===== config.mk =====
export PLATFORM = sky130hd
export DESIGN_NAME = alu_chunked_addsub_flat
export DESIGN_NICKNAME = d
export VERILOG_FILES = /design/src/rtl/alu_chunked_addsub_if.sv /design/src/rtl/alu_chunked_addsub.sv /design/src/flat_wrapper.sv
export SDC_FILE = /design/constraint.sdc
export NUM_CORES = 1
export LEC_CHECK = 0
export ABC_AREA = 1
export CAP_MARGIN = 20
export CORE_MARGIN = 2
export CORE_UTILIZATION = 25
export CTS_CLUSTER_SIZE = 24
export DETAILED_ROUTE_END_ITERATION = 10
export PLACE_DENSITY = 0.47
export SETUP_SLACK_MARGIN = 0.15
export SKIP_LAST_GASP = 1
export SLEW_MARGIN = 10
export SYNTH_ARGS = -nofsm -noshare
export SYNTH_HDL_FRONTEND = slang
export SYNTH_SLANG_ARGS = --single-unit

===== constraint.sdc =====
create_clock -name clk -period 3.53 [get_ports clk]
set_input_delay 0.706 -clock clk [delete_from_list [all_inputs] [get_ports clk]]
set_output_delay 0.706 -clock clk [all_outputs]
set_load 0.01 [all_outputs]

===== src/rtl/alu_chunked_addsub_if.sv =====
// Operand/result handshake bundle for the chunked Y86-64 ALU.
// The master side presents operations and consumes results; the slave side is the ALU.
interface alu_chunked_addsub_if #(
  parameter int WIDTH = 64
);
  logic             in_valid;
  logic             in_ready;
  logic [1:0]       op;
  logic [WIDTH-1:0] a;
  logic [WIDTH-1:0] b;
  logic             out_valid;
  logic             out_ready;
  logic [WIDTH-1:0] result;
  logic             zf;
  logic             sf;
  logic             of;

  modport master (
    output in_valid, op, a, b, out_ready,
    input  in_ready, out_valid, result, zf, sf, of
  );

  modport slave (
    input  in_valid, op, a, b, out_ready,
    output in_ready, out_valid, result, zf, sf, of
  );
endinterface


===== src/rtl/alu_chunked_addsub.sv =====
// Multi-cycle Y86-64 execute ALU: add/sub ripple CHUNK bits per clock with a registered
// carry between beats; AND/XOR share the same beat sequence. Produces ZF/SF/OF.
module alu_chunked_addsub #(
  parameter int WIDTH = 64,
  parameter int CHUNK = 16
) (
  input  logic                  clk,
  input  logic                  rst_n,
  alu_chunked_addsub_if.slave   bus
);
  localparam int N  = WIDTH / CHUNK;
  localparam int CW = (N > 1) ? $clog2(N) : 1;

  typedef enum logic [1:0] {
    IDLE = 2'd0,
    BUSY = 2'd1,
    DONE = 2'd2
  } state_e;

  state_e           state_q, state_d;
  logic [CW-1:0]    beat_q, beat_d;
  logic             carry_q, carry_d;
  logic             zacc_q, zacc_d;
  logic [1:0]       op_q, op_d;
  logic [WIDTH-1:0] a_q, a_d;
  logic [WIDTH-1:0] b_q, b_d;
  logic [WIDTH-1:0] result_q, result_d;
  logic             zf_q, zf_d;
  logic             sf_q, sf_d;
  logic             of_q, of_d;

  logic [31:0]      shamt;
  logic [CHUNK-1:0] a_ch;
  logic [CHUNK-1:0] b_ch;
  logic [CHUNK-1:0] b_eff;
  logic [CHUNK:0]   sum;
  logic [CHUNK-1:0] chunk;
  logic             chunk_zero;
  logic             ovf;
  logic             last_beat;
  logic [WIDTH-1:0] merged;

  assign shamt      = 32'(beat_q) * 32'(CHUNK);
  assign a_ch       = CHUNK'(a_q >> shamt);
  assign b_ch       = CHUNK'(b_q >> shamt);
  assign b_eff      = (op_q == 2'b01) ? ~b_ch : b_ch;
  assign sum        = {1'b0, a_ch} + {1'b0, b_eff} + {{CHUNK{1'b0}}, carry_q};
  assign chunk_zero = (chunk == {CHUNK{1'b0}});
  assign last_beat  = (beat_q == CW'(N - 1));
  // Signed overflow: operands agree in sign but the sum does not (carry-in ^ carry-out of MSB).
  assign ovf        = (a_ch[CHUNK-1] == b_eff[CHUNK-1]) & (sum[CHUNK-1] != a_ch[CHUNK-1]);
  assign merged     = (result_q & ~(WIDTH'({CHUNK{1'b1}}) << shamt)) | (WIDTH'(chunk) << shamt);

  assign bus.in_ready  = (state_q == IDLE);
  assign bus.out_valid = (state_q == DONE);
  assign bus.result    = result_q;
  assign bus.zf        = zf_q;
  assign bus.sf        = sf_q;
  assign bus.of        = of_q;

  // Per-beat chunk value for the latched operation
  always_comb begin
    chunk = {CHUNK{1'b0}};
    case (op_q)
      2'b00:   chunk = sum[CHUNK-1:0];
      2'b01:   chunk = sum[CHUNK-1:0];
      2'b10:   chunk = a_ch & b_ch;
      2'b11:   chunk = a_ch ^ b_ch;
      default: chunk = {CHUNK{1'b0}};
    endcase
  end

  // Next-state and datapath update
  always_comb begin
    state_d  = state_q;
    beat_d   = beat_q;
    carry_d  = carry_q;
    zacc_d   = zacc_q;
    op_d     = op_q;
    a_d      = a_q;
    b_d      = b_q;
    result_d = result_q;
    zf_d     = zf_q;
    sf_d     = sf_q;
    of_d     = of_q;
    case (state_q)
      IDLE: begin
        if (bus.in_valid) begin
          op_d    = bus.op;
          a_d     = bus.a;
          b_d     = bus.b;
          beat_d  = {CW{1'b0}};
          carry_d = (bus.op == 2'b01);
          zacc_d  = 1'b1;
          state_d = BUSY;
        end else begin
          state_d = IDLE;
        end
      end
      BUSY: begin
        result_d = merged;
        carry_d  = sum[CHUNK];
        zacc_d   = zacc_q & chunk_zero;
        beat_d   = beat_q + CW'(1);
        if (last_beat) begin
          zf_d    = zacc_q & chunk_zero;
          sf_d    = chunk[CHUNK-1];
          of_d    = ~op_q[1] & ovf;
          state_d = DONE;
        end else begin
          state_d = BUSY;
        end
      end
      DONE: begin
        if (bus.out_ready) begin
          state_d = IDLE;
        end else begin
          state_d = DONE;
        end
      end
      default: state_d = IDLE;
    endcase
  end

  // State and datapath registers
  always_ff @(posedge clk or negedge rst_n) begin
    if (!rst_n) begin
      state_q  <= IDLE;
      beat_q   <= {CW{1'b0}};
      carry_q  <= 1'b0;
      zacc_q   <= 1'b0;
      op_q     <= 2'b00;
      a_q      <= {WIDTH{1'b0}};
      b_q      <= {WIDTH{1'b0}};
      result_q <= {WIDTH{1'b0}};
      zf_q     <= 1'b0;
      sf_q     <= 1'b0;
      of_q     <= 1'b0;
    end else begin
      state_q  <= state_d;
      beat_q   <= beat_d;
      carry_q  <= carry_d;
      zacc_q   <= zacc_d;
      op_q     <= op_d;
      a_q      <= a_d;
      b_q      <= b_d;
      result_q <= result_d;
      zf_q     <= zf_d;
      sf_q     <= sf_d;
      of_q     <= of_d;
    end
  end
endmodule


===== src/flat_wrapper.sv =====
// flat-port wrapper written by rule: the top's interface ports become plain ports
module alu_chunked_addsub_flat 
#(
  parameter int WIDTH = 64,
  parameter int CHUNK = 16
)
  (clk, rst_n, bus_in_valid, bus_op, bus_a, bus_b, bus_out_ready, bus_in_ready, bus_out_valid, bus_result, bus_zf, bus_sf, bus_of);
  alu_chunked_addsub_if #(.WIDTH(WIDTH)) bus_i ();
  input  logic clk;
  input  logic rst_n;
  input wire logic [$bits(bus_i.in_valid)-1:0] bus_in_valid;
  input wire logic [$bits(bus_i.op)-1:0] bus_op;
  input wire logic [$bits(bus_i.a)-1:0] bus_a;
  input wire logic [$bits(bus_i.b)-1:0] bus_b;
  input wire logic [$bits(bus_i.out_ready)-1:0] bus_out_ready;
  output wire logic [$bits(bus_i.in_ready)-1:0] bus_in_ready;
  output wire logic [$bits(bus_i.out_valid)-1:0] bus_out_valid;
  output wire logic [$bits(bus_i.result)-1:0] bus_result;
  output wire logic [$bits(bus_i.zf)-1:0] bus_zf;
  output wire logic [$bits(bus_i.sf)-1:0] bus_sf;
  output wire logic [$bits(bus_i.of)-1:0] bus_of;
  assign bus_i.in_valid = bus_in_valid;
  assign bus_i.op = bus_op;
  assign bus_i.a = bus_a;
  assign bus_i.b = bus_b;
  assign bus_i.out_ready = bus_out_ready;
  assign bus_in_ready = bus_i.in_ready;
  assign bus_out_valid = bus_i.out_valid;
  assign bus_result = bus_i.result;
  assign bus_zf = bus_i.zf;
  assign bus_sf = bus_i.sf;
  assign bus_of = bus_i.of;
  alu_chunked_addsub #(.WIDTH(WIDTH), .CHUNK(CHUNK)) u_core (.clk(clk), .rst_n(rst_n), .bus(bus_i));
endmodule

# Word-level counts from Yosys, hierarchy flattened
# Index checks and enable logic that the tools add are counted.
dict set report op_classes {
  addsub 3
  n_shift 4
  n_eq_ne 10
  n_reduce_logical 8
  mux 12
  n_bitwise 10
}
# cell count
set op_table {}
lappend op_table {{$shr A64 B6 Y16} 2}
lappend op_table {{$and A64 B64 Y64} 1}
lappend op_table {{$not A64 Y64} 1}
lappend op_table {{$or A64 B64 Y64} 1}
lappend op_table {{$shl A16 B6 Y64} 1}
lappend op_table {{$shl A16 B6 Y64 const A} 1}
lappend op_table {{$pmux W16 S3} 1}
lappend op_table {{$add A16 B16 Y17} 1}
lappend op_table {{$add A17 B1 Y17} 1}
lappend op_table {{$and A16 B16 Y16} 1}
lappend op_table {{$logic_not A16 Y1} 1}
lappend op_table {{$mux W16} 1}
lappend op_table {{$not A16 Y16} 1}
lappend op_table {{$xor A16 B16 Y16} 1}
lappend op_table {{$eq A2 B2 Y1 const B} 4}
lappend op_table {{$eq A2 B1 Y1 const B} 3}
lappend op_table {{$mux W2} 3}
lappend op_table {{$pmux W2 S3} 1}
lappend op_table {{$reduce_and A2 Y1} 3}
lappend op_table {{$logic_not A2 Y1} 2}
lappend op_table {{$pmux W1 S2} 2}
lappend op_table {{$pmux W2 S2} 1}
lappend op_table {{$and A1 B1 Y1} 3}
lappend op_table {{$mux W1} 3}
lappend op_table {{7 further kinds} 7}
dict set report word_totals {
  input_bits 134
  reg_bits 203
  output_inout_bits 69
}

# Logic depth before layout (Yosys ltp)
# Gate-level depths: netlist of run 1.
dict set report depth {
  ltp_word 9
  mapped_depth 25
}

# Least setup slack after synthesis of run 1
# Ideal clock, no wire load.
dict set report synth_timing {
  kind {flip-flop to flip-flop}
  startpoint {register u_core.beat_q[0]}
  endpoint {register u_core.zf_q (netlist: u_core.bus.zf)}
  arrival_ns 3.235
  required_time_ns 3.457
  path_stages_with_launch 24
  slack_ns 0.222
  setup_ns 0.073
  synth_period_minus_slack_ns 3.308
  path_buffers 3
  path_cell_list {dfrtp_1 buf_2 inv_1 buf_2 clkbuf_1 nand2_1 nand3_1 nand2_1 xor2_1 fa_1 fa_1 inv_1 nand2_1 nand2_1 nand3_1 nand2_1 nand2_1 nand3_1 nand3_1 nand2_1 nand2_1 nor2_2 nand3_2 a21oi_2}
}
dict set report synth_between {
  elab_chain_cells 8
  elab_cells_between_ends 13
  cone_classes {add/sub (2); eq/ne (1); shift (2); mux (2); bitwise (4); reduce/logical (2)}
}
# item line_no
set synth_lines {}
lappend synth_lines {{from (decl)} alu_chunked_addsub.sv:21} ;# logic [CW-1:0] beat_q, beat_d;
lappend synth_lines {{from (signal assigned)} alu_chunked_addsub.sv:129} ;# beat_q <= {CW{1'b0}};
lappend synth_lines {{from (signal assigned)} alu_chunked_addsub.sv:141} ;# beat_q <= beat_d;
lappend synth_lines {{$shr A64 B6 Y16} alu_chunked_addsub.sv:45} ;# assign b_ch = CHUNK'(b_q >> shamt);
lappend synth_lines {{$not A16 Y16} alu_chunked_addsub.sv:46} ;# assign b_eff = (op_q == 2'b01) ? ~b_ch : b_ch;
lappend synth_lines {{$mux W16} alu_chunked_addsub.sv:46}
lappend synth_lines {{$add A16 B16 Y17} alu_chunked_addsub.sv:47} ;# assign sum = {1'b0, a_ch} + {1'b0, b_eff} + {{CHUNK{1'b0}}, carry_q};
lappend synth_lines {{$add A17 B1 Y17} alu_chunked_addsub.sv:47}
lappend synth_lines {{$pmux W16 S3} alu_chunked_addsub.sv:64} ;# case (op_q)
lappend synth_lines {{$logic_not A16 Y1} alu_chunked_addsub.sv:48} ;# assign chunk_zero = (chunk == {CHUNK{1'b0}});
lappend synth_lines {{$and A1 B1 Y1} alu_chunked_addsub.sv:106} ;# zf_d = zacc_q & chunk_zero;
lappend synth_lines {{to (signal assigned)} alu_chunked_addsub.sv:148} ;# zf_q <= zf_d;
lappend synth_lines {{to (decl)} alu_chunked_addsub.sv:28} ;# logic zf_q, zf_d;
# Parallel ways exist; a longest one is shown, timed or not.
# A chain may end at the register's enable or synchronous reset.

# Worst setup path after layout of run 1
dict set report layout_timing {
  startpoint {register u_core.beat_q[0]}
  endpoint {register u_core.zacc_q}
}
dict set report layout_between {
  elab_chain_cells 9
  elab_cells_between_ends 12
  cone_classes {add/sub (2); shift (2); mux (3); bitwise (4); reduce/logical (1)}
}
# item line_no
set layout_lines {}
lappend layout_lines {{$shr A64 B6 Y16} alu_chunked_addsub.sv:45}
lappend layout_lines {{$not A16 Y16} alu_chunked_addsub.sv:46}
lappend layout_lines {{$mux W16} alu_chunked_addsub.sv:46}
lappend layout_lines {{$add A16 B16 Y17} alu_chunked_addsub.sv:47}
lappend layout_lines {{$add A17 B1 Y17} alu_chunked_addsub.sv:47}
lappend layout_lines {{$pmux W16 S3 *} alu_chunked_addsub.sv:64}
lappend layout_lines {{$logic_not A16 Y1 *} alu_chunked_addsub.sv:48}
lappend layout_lines {{$and A1 B1 Y1 *} alu_chunked_addsub.sv:103} ;# zacc_d = zacc_q & chunk_zero;
lappend layout_lines {{$pmux W1 S2 *} alu_chunked_addsub.sv:86} ;# case (state_q)
lappend layout_lines {{to (signal assigned)} alu_chunked_addsub.sv:143} ;# zacc_q <= zacc_d;
lappend layout_lines {{to (decl)} alu_chunked_addsub.sv:23} ;# logic zacc_q, zacc_d;
# Mark *: on every way between the ends. The rest lies on a longest branch, timed or not.

==> results.md, run 1 <==
* Status: completed
* Max Fanout on Critical Path at 7
* Via Count at 9,632
* Register area share after synthesis at 0.487
* Slew @ Worst Pin at 0.945 ns
* Drt drc at 0
* CTS Buffer Depth at 3
* TNS Setup at 0 ns
* DR pass1 iterations at 5
* Share of cells above drive strength 1 at 0.0576
* Crit-path slowest cell: fa_1
* RSZ-0062 raised after global routing: no
* Gr ovfl total at 0
* Critical-path cell list: buf_4 > nand2_1 > nand3_1 > nand2_1 > xor2_1 > fa_2 > fa_1 > inv_1 > nand2_1 > nand2_1 > nand3_1 > nand2_2 > nand2_1 > a31oi_2 > nor2_1 > nand2_1 > nor2_2 > nand3_2 > nand2_1
* Final-report max-slew violation count at 0
* CP Class: reg2reg
* Nets@finish at 1,739
* Post-synthesis simple-gate area fraction at 0.288
* CTS root buf: clkbuf_16
* Die width at 208 um
* Fillcell total at 4,407
* Crit path arrival time at 3.58 ns
* Ant. Diodes at 0
* Initial antenna violation count at 0
* Compound-Gate Fraction of Synth Area at 0.102
* Synthesis Warnings at 0
* Clk_skew at 0.00798 ns
* Rel. slew slack at 0.369
* Port-buffer cells at 202
* Number of synthesized flops with an enable pin at 0
* CTS Buf Count at 25
* Core ar. at 41,000 um2
* WL final at 36.0 mm
* Area of the die at ~43,000 um2
* Reg2reg setup slack at approximately 0.35 ns
* Crit path launch type: flip-flop
* Area leader, netlist: dfrtp_1
* Final setup fails at 0
* CP max stage delay at 0.46 ns
* Area of the multi-input gates at 4710 um2
* Final hold vios at 0
* Setup crit end kind: flip-flop
* Shortest period the worst path allows at roughly 3.2 ns
* Synth Area in XOR/XNOR at 0.0134
* RR Endpoint: u_core.zacc_q
* Height of the die at 208 um
* Hold_ws at 0.264 ns
* Cts hold-fix bufs at 0
* Syn Nets at 1,557
* Most frequent cell after synthesis: nand2_1
* Tcrit/Tclk final at 0.900
* Synthesis-to-layout area growth at 33.0%
* Reg2reg path depth at 19
* Adder-Cell Fraction of Synth Area at 0.0458
* Hold Path Class: in2async
* Max-capacitance violation count at 0
* Cells after Synth at 1,386
* Fin worst setup slack at roughly 0.35 ns
* GRT Overall Usage at 0.165
* I/O Pins at 203
* Largest family of logic cells by synthesized area: simple AND/OR/NAND/NOR gates
* #FFs+latches synth at 203
* Mean post-synth cell area at 7.53 um2
* Post-synth top cells: nand2_1 (627), dfrtp_1 (203), o21ai_0 (144), inv_1 (91), nand3_1 (66)
* Clock Latency Late Sink at 0.52 ns
* Post-route ant nets at 0
* Starting density of the core at 0.254
* Pre-CTS setup slack at 0.0352 ns
* CTS Sinks at 203
* Depth of the CTS H-tree at 1
* Hpwl dp at between 20 and 30 mm
* Vias in the first global route at ~9,700
* Post-DR wirelength/cell at 17.1 um
* Share of the synthesized area in the top cell type at 0.487
* TritonCTS clock tree: done
* Mux contribution to synthesized area at 0
* Largest net degree at the start of global routing at 130
* Global-route wire length before repair at 56.7 mm
* Required @ worst endpoint at 3.93 ns
* Most used DFF post-synth: dfrtp_1
* Clock transition at path regs at 0.06 ns
* Synth Cell Area at between 10,000 and 15,000 um2
* Synth unique cells at 28
* Gpl congestion at 0.859
* Fraction of registers with async set/reset at 1.00
* Reg2Reg Launch Point: u_core.beat_q[0]
* DRT iter0 DRCs at 557
* Ranking of synthesized cells by area: dfrtp_1 (49%), nand2_1 (23%), o21ai_0 (6.9%)
* Via-to-Cell Ratio at 4.56
* Register area at 5080 um2
* Most frequent CP cell: nand2_1
* Cell Rows at 74
* Achievable frequency at 315 MHz
[critical path: cells and delay by family (launching register included)]
kind	cells	cell delay (ns)
and+or+nand+nor	13	1.06
adders and majority gates	2	0.84
buffers and inverters	2	0.23
DFF	1	0.44
AOI/OAI and AO/OA	1	0.33
xor gates and xnor gates	1	0.16
[layout by cell type (no fill, tap or decap), types with 2 or more instances in the layout]
cell type and n:
a21oi_1 14, a21oi_2 2, a32oi_1 3, buf_12 3, buf_4 22, buf_6 2, bufinv_16 3, clkbuf_1 6
clkbuf_16 25, clkbuf_8 2, clkdlybuf4s50_1 201, clkinv_2 3, dfrtp_1 202, ha_1 35, inv_1 89, inv_2 5
inv_4 2, nand2_1 624, nand2_2 3, nand3_1 66, nand3_2 4, nor2_1 53, nor2_2 3, nor3_1 3
o21ai_0 144, o22a_1 12, o22ai_1 15, o31ai_1 2, or2_2 7, xor2_1 16
[stage by stage]
step	std cells	cell area (um2)	utilization
2_1_floorplan	1386	10400	-
3_3_place_gp	2071	13100	0.318
3_5_place_dp	2071	13100	0.318
4_1_cts	2109	13800	0.337
5_1_grt	2111	13900	0.338
6_report	2111	13900	0.338
[how the worst max path moves through the flow]
stage / startpoint / end / cells after the start
floorplan: u_core.beat_q[0] / u_core.bus.zf / 23
global placement: u_core.beat_q[1] / u_core.zacc_q / 19
detailed placement: u_core.beat_q[1] / u_core.zacc_q / 19
CTS: u_core.beat_q[1] / u_core.bus.zf / 20
global route: u_core.beat_q[0] / u_core.zacc_q / 19
finish: u_core.beat_q[0] / u_core.zacc_q / 19
[sequential cells by signal, indices dropped and copies added (netlist names)]
name,flops
u_core.state_q,2
u_core.carry_q,1
u_core.a_q,64
u_core.op_q,2
u_core.bus.sf,1
u_core.beat_q,2
u_core.bus.result,64
u_core.bus.zf,1
u_core.zacc_q,1
u_core.b_q,64
u_core.bus.of,1
[layer usage]
layer / part of all wire / vias to the layer above / wire (um) / GRT usage
li1: - / 4749 / - / -
met1: 0.47 / 4599 / 17100 / 0.234
met2: 0.46 / 248 / 16500 / 0.269
met3: 0.049 / 36 / 1770 / 0.0225
met4: 0.020 / 0 / 718 / 0.0355
met5: 0 / - / 0 / 0
[layout make-up]
class	count	area share
flip-flops and latches	203	0.366
multi-input cells	1012	0.340
repair buffers	229	0.164
well taps	532	0.0480
clock buffers	32	0.0477
inverters	97	0.0270
clock inverters	6	0.00758
[repair_timing]
action,CTS,global route
buffers inserted,0,2
setup endpoints to repair,6,30
pin swaps,0,0
resized for setup,1,10
[logic make-up after synthesis]
group                    Yosys count
AND/OR/NAND/NOR                  764
flip-flops                       203
AO/OA/AOI/OAI                    195
buffers and inverters            171
adder cells (fa/ha/maj)           37
XOR/XNOR                          16
Power of run 1 is left out: the tool's default activity adds up to more than one toggle a clock period on the data nets, which glitch-free logic cannot reach.
==> run 2: changes to the inputs <==
--- a/config.mk
+++ b/config.mk
@@ -11,7 +11,7 @@
 export CORE_UTILIZATION = 25
 export CTS_CLUSTER_SIZE = 24
 export DETAILED_ROUTE_END_ITERATION = 10
-export PLACE_DENSITY = 0.47
+export PLACE_DENSITY = 0.45
 export SETUP_SLACK_MARGIN = 0.15
 export SKIP_LAST_GASP = 1
 export SLEW_MARGIN = 10
==> constraint.sdc (replaced) <==
create_clock -name clk -period 3.8 [get_ports clk]
set_input_delay 0.76 -clock clk [delete_from_list [all_inputs] [get_ports clk]]
set_output_delay 0.76 -clock clk [all_outputs]
set_load 0.01 [all_outputs]
==> results.md, run 2 (synthesis results as in run 1) <==
* Tcrit/Tclk final at 0.876
* DR pass1 iterations at 6
* Gr ovfl total at 0
* Global-route wire length before repair at 57.1 mm
* Setup crit end kind: flip-flop
* Required @ worst endpoint at 4.25 ns
* CP startpoint: u_core.beat_q[0]
* Clock Latency Late Sink at 0.52 ns
* Vias in the first global route at 9,522
* Most common cell after layout, fill and taps aside: nand2_1
* Via Count at 9,461
* Core ar. at 41,000 um2
* Final-report max-slew violation count at 0
* Critical-path cell list: buf_12 > nand2_1 > nand3_1 > nand2_1 > xor2_1 > fa_1 > fa_1 > inv_1 > nand2_1 > nand2_1 > nand3_1 > nand2_1 > nand2_1 > nand3_1 > nand3_1 > nand2_1 > nand2_1 > nor2_1 > nand3_2 > a21oi_2
* Area of the multi-input gates at about 4700 um2
* CTS Sinks at 203
* Final hold vios at 0
* Clock transition at path regs at 0.06 ns
* CP Class: reg2reg
* Die width at 208 um
* Height of the die at 208 um
* Status: completed
* Share of cells above drive strength 1 at 0.0539
* Depth of the CTS H-tree at 1
* Port-buffer cells at between 200 and 250
* Shortest period the worst path allows at 3.33 ns
* Rel. slew slack at 0.357
* Crit path launch type: flip-flop
* CP max stage delay at just under 0.5 ns
* CP top delay family: simple AND/OR/NAND/NOR gates
* Starting density of the core at 0.254
* DRT iter0 DRCs at 468
* I/O Pins at 203
* GRT Overall Usage at 0.167
* CTS Buffer Depth at 3
* Ant. Diodes at 0
* Largest net degree at the start of global routing at 130
* Register area at 5080 um2
* Gpl congestion at around 0.87
* WL final at 36.9 mm
* Final setup fails at 0
* RSZ-0062 raised after global routing: no
* Nets@finish at between 1,500 and 2,000
* Area of the die at 43,400 um2
* Clk_skew at between 0.007 and 0.008 ns
* Initial antenna violation count at 0
* Cell Rows at 74
* Fillcell total at 4,414
* Crit-path slowest cell: dfrtp_2
* Synthesis-to-layout area growth at 33.2%
* Crit path arrival time at around 3.8 ns
* Via-to-Cell Ratio at 4.49
* Fin worst setup slack at about 0.47 ns
* Cts hold-fix bufs at 0
* CTS Buf Count at 25
* Max Fanout on Critical Path at 21
* Drt drc at 0
* CTS root buf: clkbuf_16
* Pre-CTS setup slack at about 0.15 ns
* Buffers & Inverters on Critical Path at 2
* Hold Path Class: in2async
* Reg2Reg Launch Point: u_core.beat_q[0]
* TNS Setup at 0 ns
* Most frequent CP cell: nand2_1
* Post-DR wirelength/cell at 17.5 um
* Commonest cells after routing, fill and taps aside: nand2_1 (625), dfrtp_1 (202), clkdlybuf4s50_1 (201)
* Achievable frequency at between 300 and 400 MHz
* Slew @ Worst Pin at around 0.96 ns
* Max-capacitance violation count at 0
* Hpwl dp at 27.1 mm
* TritonCTS clock tree: done
* Post-route ant nets at 0
run 2: cell types whose count changed in the layout (fill, tap and decap cells not counted), sizes merged:
cell and change:
buf -6, clkbuf +5, clkinv -2, bufinv -1, clkinvlp +1, inv +1
run 2: layer usage:
layer	routed length [um]	GRT usage
met5	0	0
met4	797	0.0377
met3	1590	0.0225
met2	16400	0.265
met1	18100	0.242
run 2: final timing paths:
check / end / slack [ns] / cells past startpoint
max: u_core.bus.zf / 0.47 / 20
min: u_core.bus.result[19] / 0.29 / 1
max reg2reg: u_core.bus.zf / 0.47 / 20
min reg2reg: u_core.a_q[14] / 0.47 / 2
max in group asynchronous: u_core.bus.result[24] / 2.58 / 2
min in group clk: u_core.a_q[14] / 0.47 / 2
run 2: repair_timing:
item / 4_1_cts / 5_1_grt
setup endpoints to repair: 2 / 17
gates cloned: 0 / 0
setup buffers: 0 / 1
pin swaps: 0 / 0
gates resized for setup: 1 / 15
run 2: layout make-up:
type,instances,area share
flip-flops and latches,203,0.366
clock inverters,5,0.00567
repair buffers,223,0.163
inverters,97,0.0274
well taps,532,0.0479
multi-input cells,1012,0.339
clock buffers,37,0.0518
run 2: worst reg2reg max path: stages, from the launching register on:
cell and delay [ns]:
dfrtp_2 0.49, buf_12 0.21, nand2_1 0.06, nand3_1 0.08
nand2_1 0.09, xor2_1 0.16, fa_1 0.43, fa_1 0.45
inv_1 0.08, nand2_1 0.07, nand2_1 0.13, nand3_1 0.13
nand2_1 0.12, nand2_1 0.10, nand3_1 0.08, nand3_1 0.08
nand2_1 0.09, nand2_1 0.06, nor2_1 0.13, nand3_2 0.11
a21oi_2 0.11
run 2: through the flow:
| stage | util | hold WS [ns] | instances | area [um2] |
|---|---|---|---|---|
| after global placement | 0.318 | 0.459 | 2066 | 13000 |
| after global routing | 0.339 | 0.333 | 2109 | 13900 |
| final | 0.339 | 0.286 | 2109 | 13900 |
| after CTS | 0.337 | 0.311 | 2108 | 13800 |
| after floorplan | - | 0.441 | 1386 | 10400 |
| after detailed placement | 0.318 | 0.459 | 2066 | 13000 |
Power of run 2 is left out for the same reason.
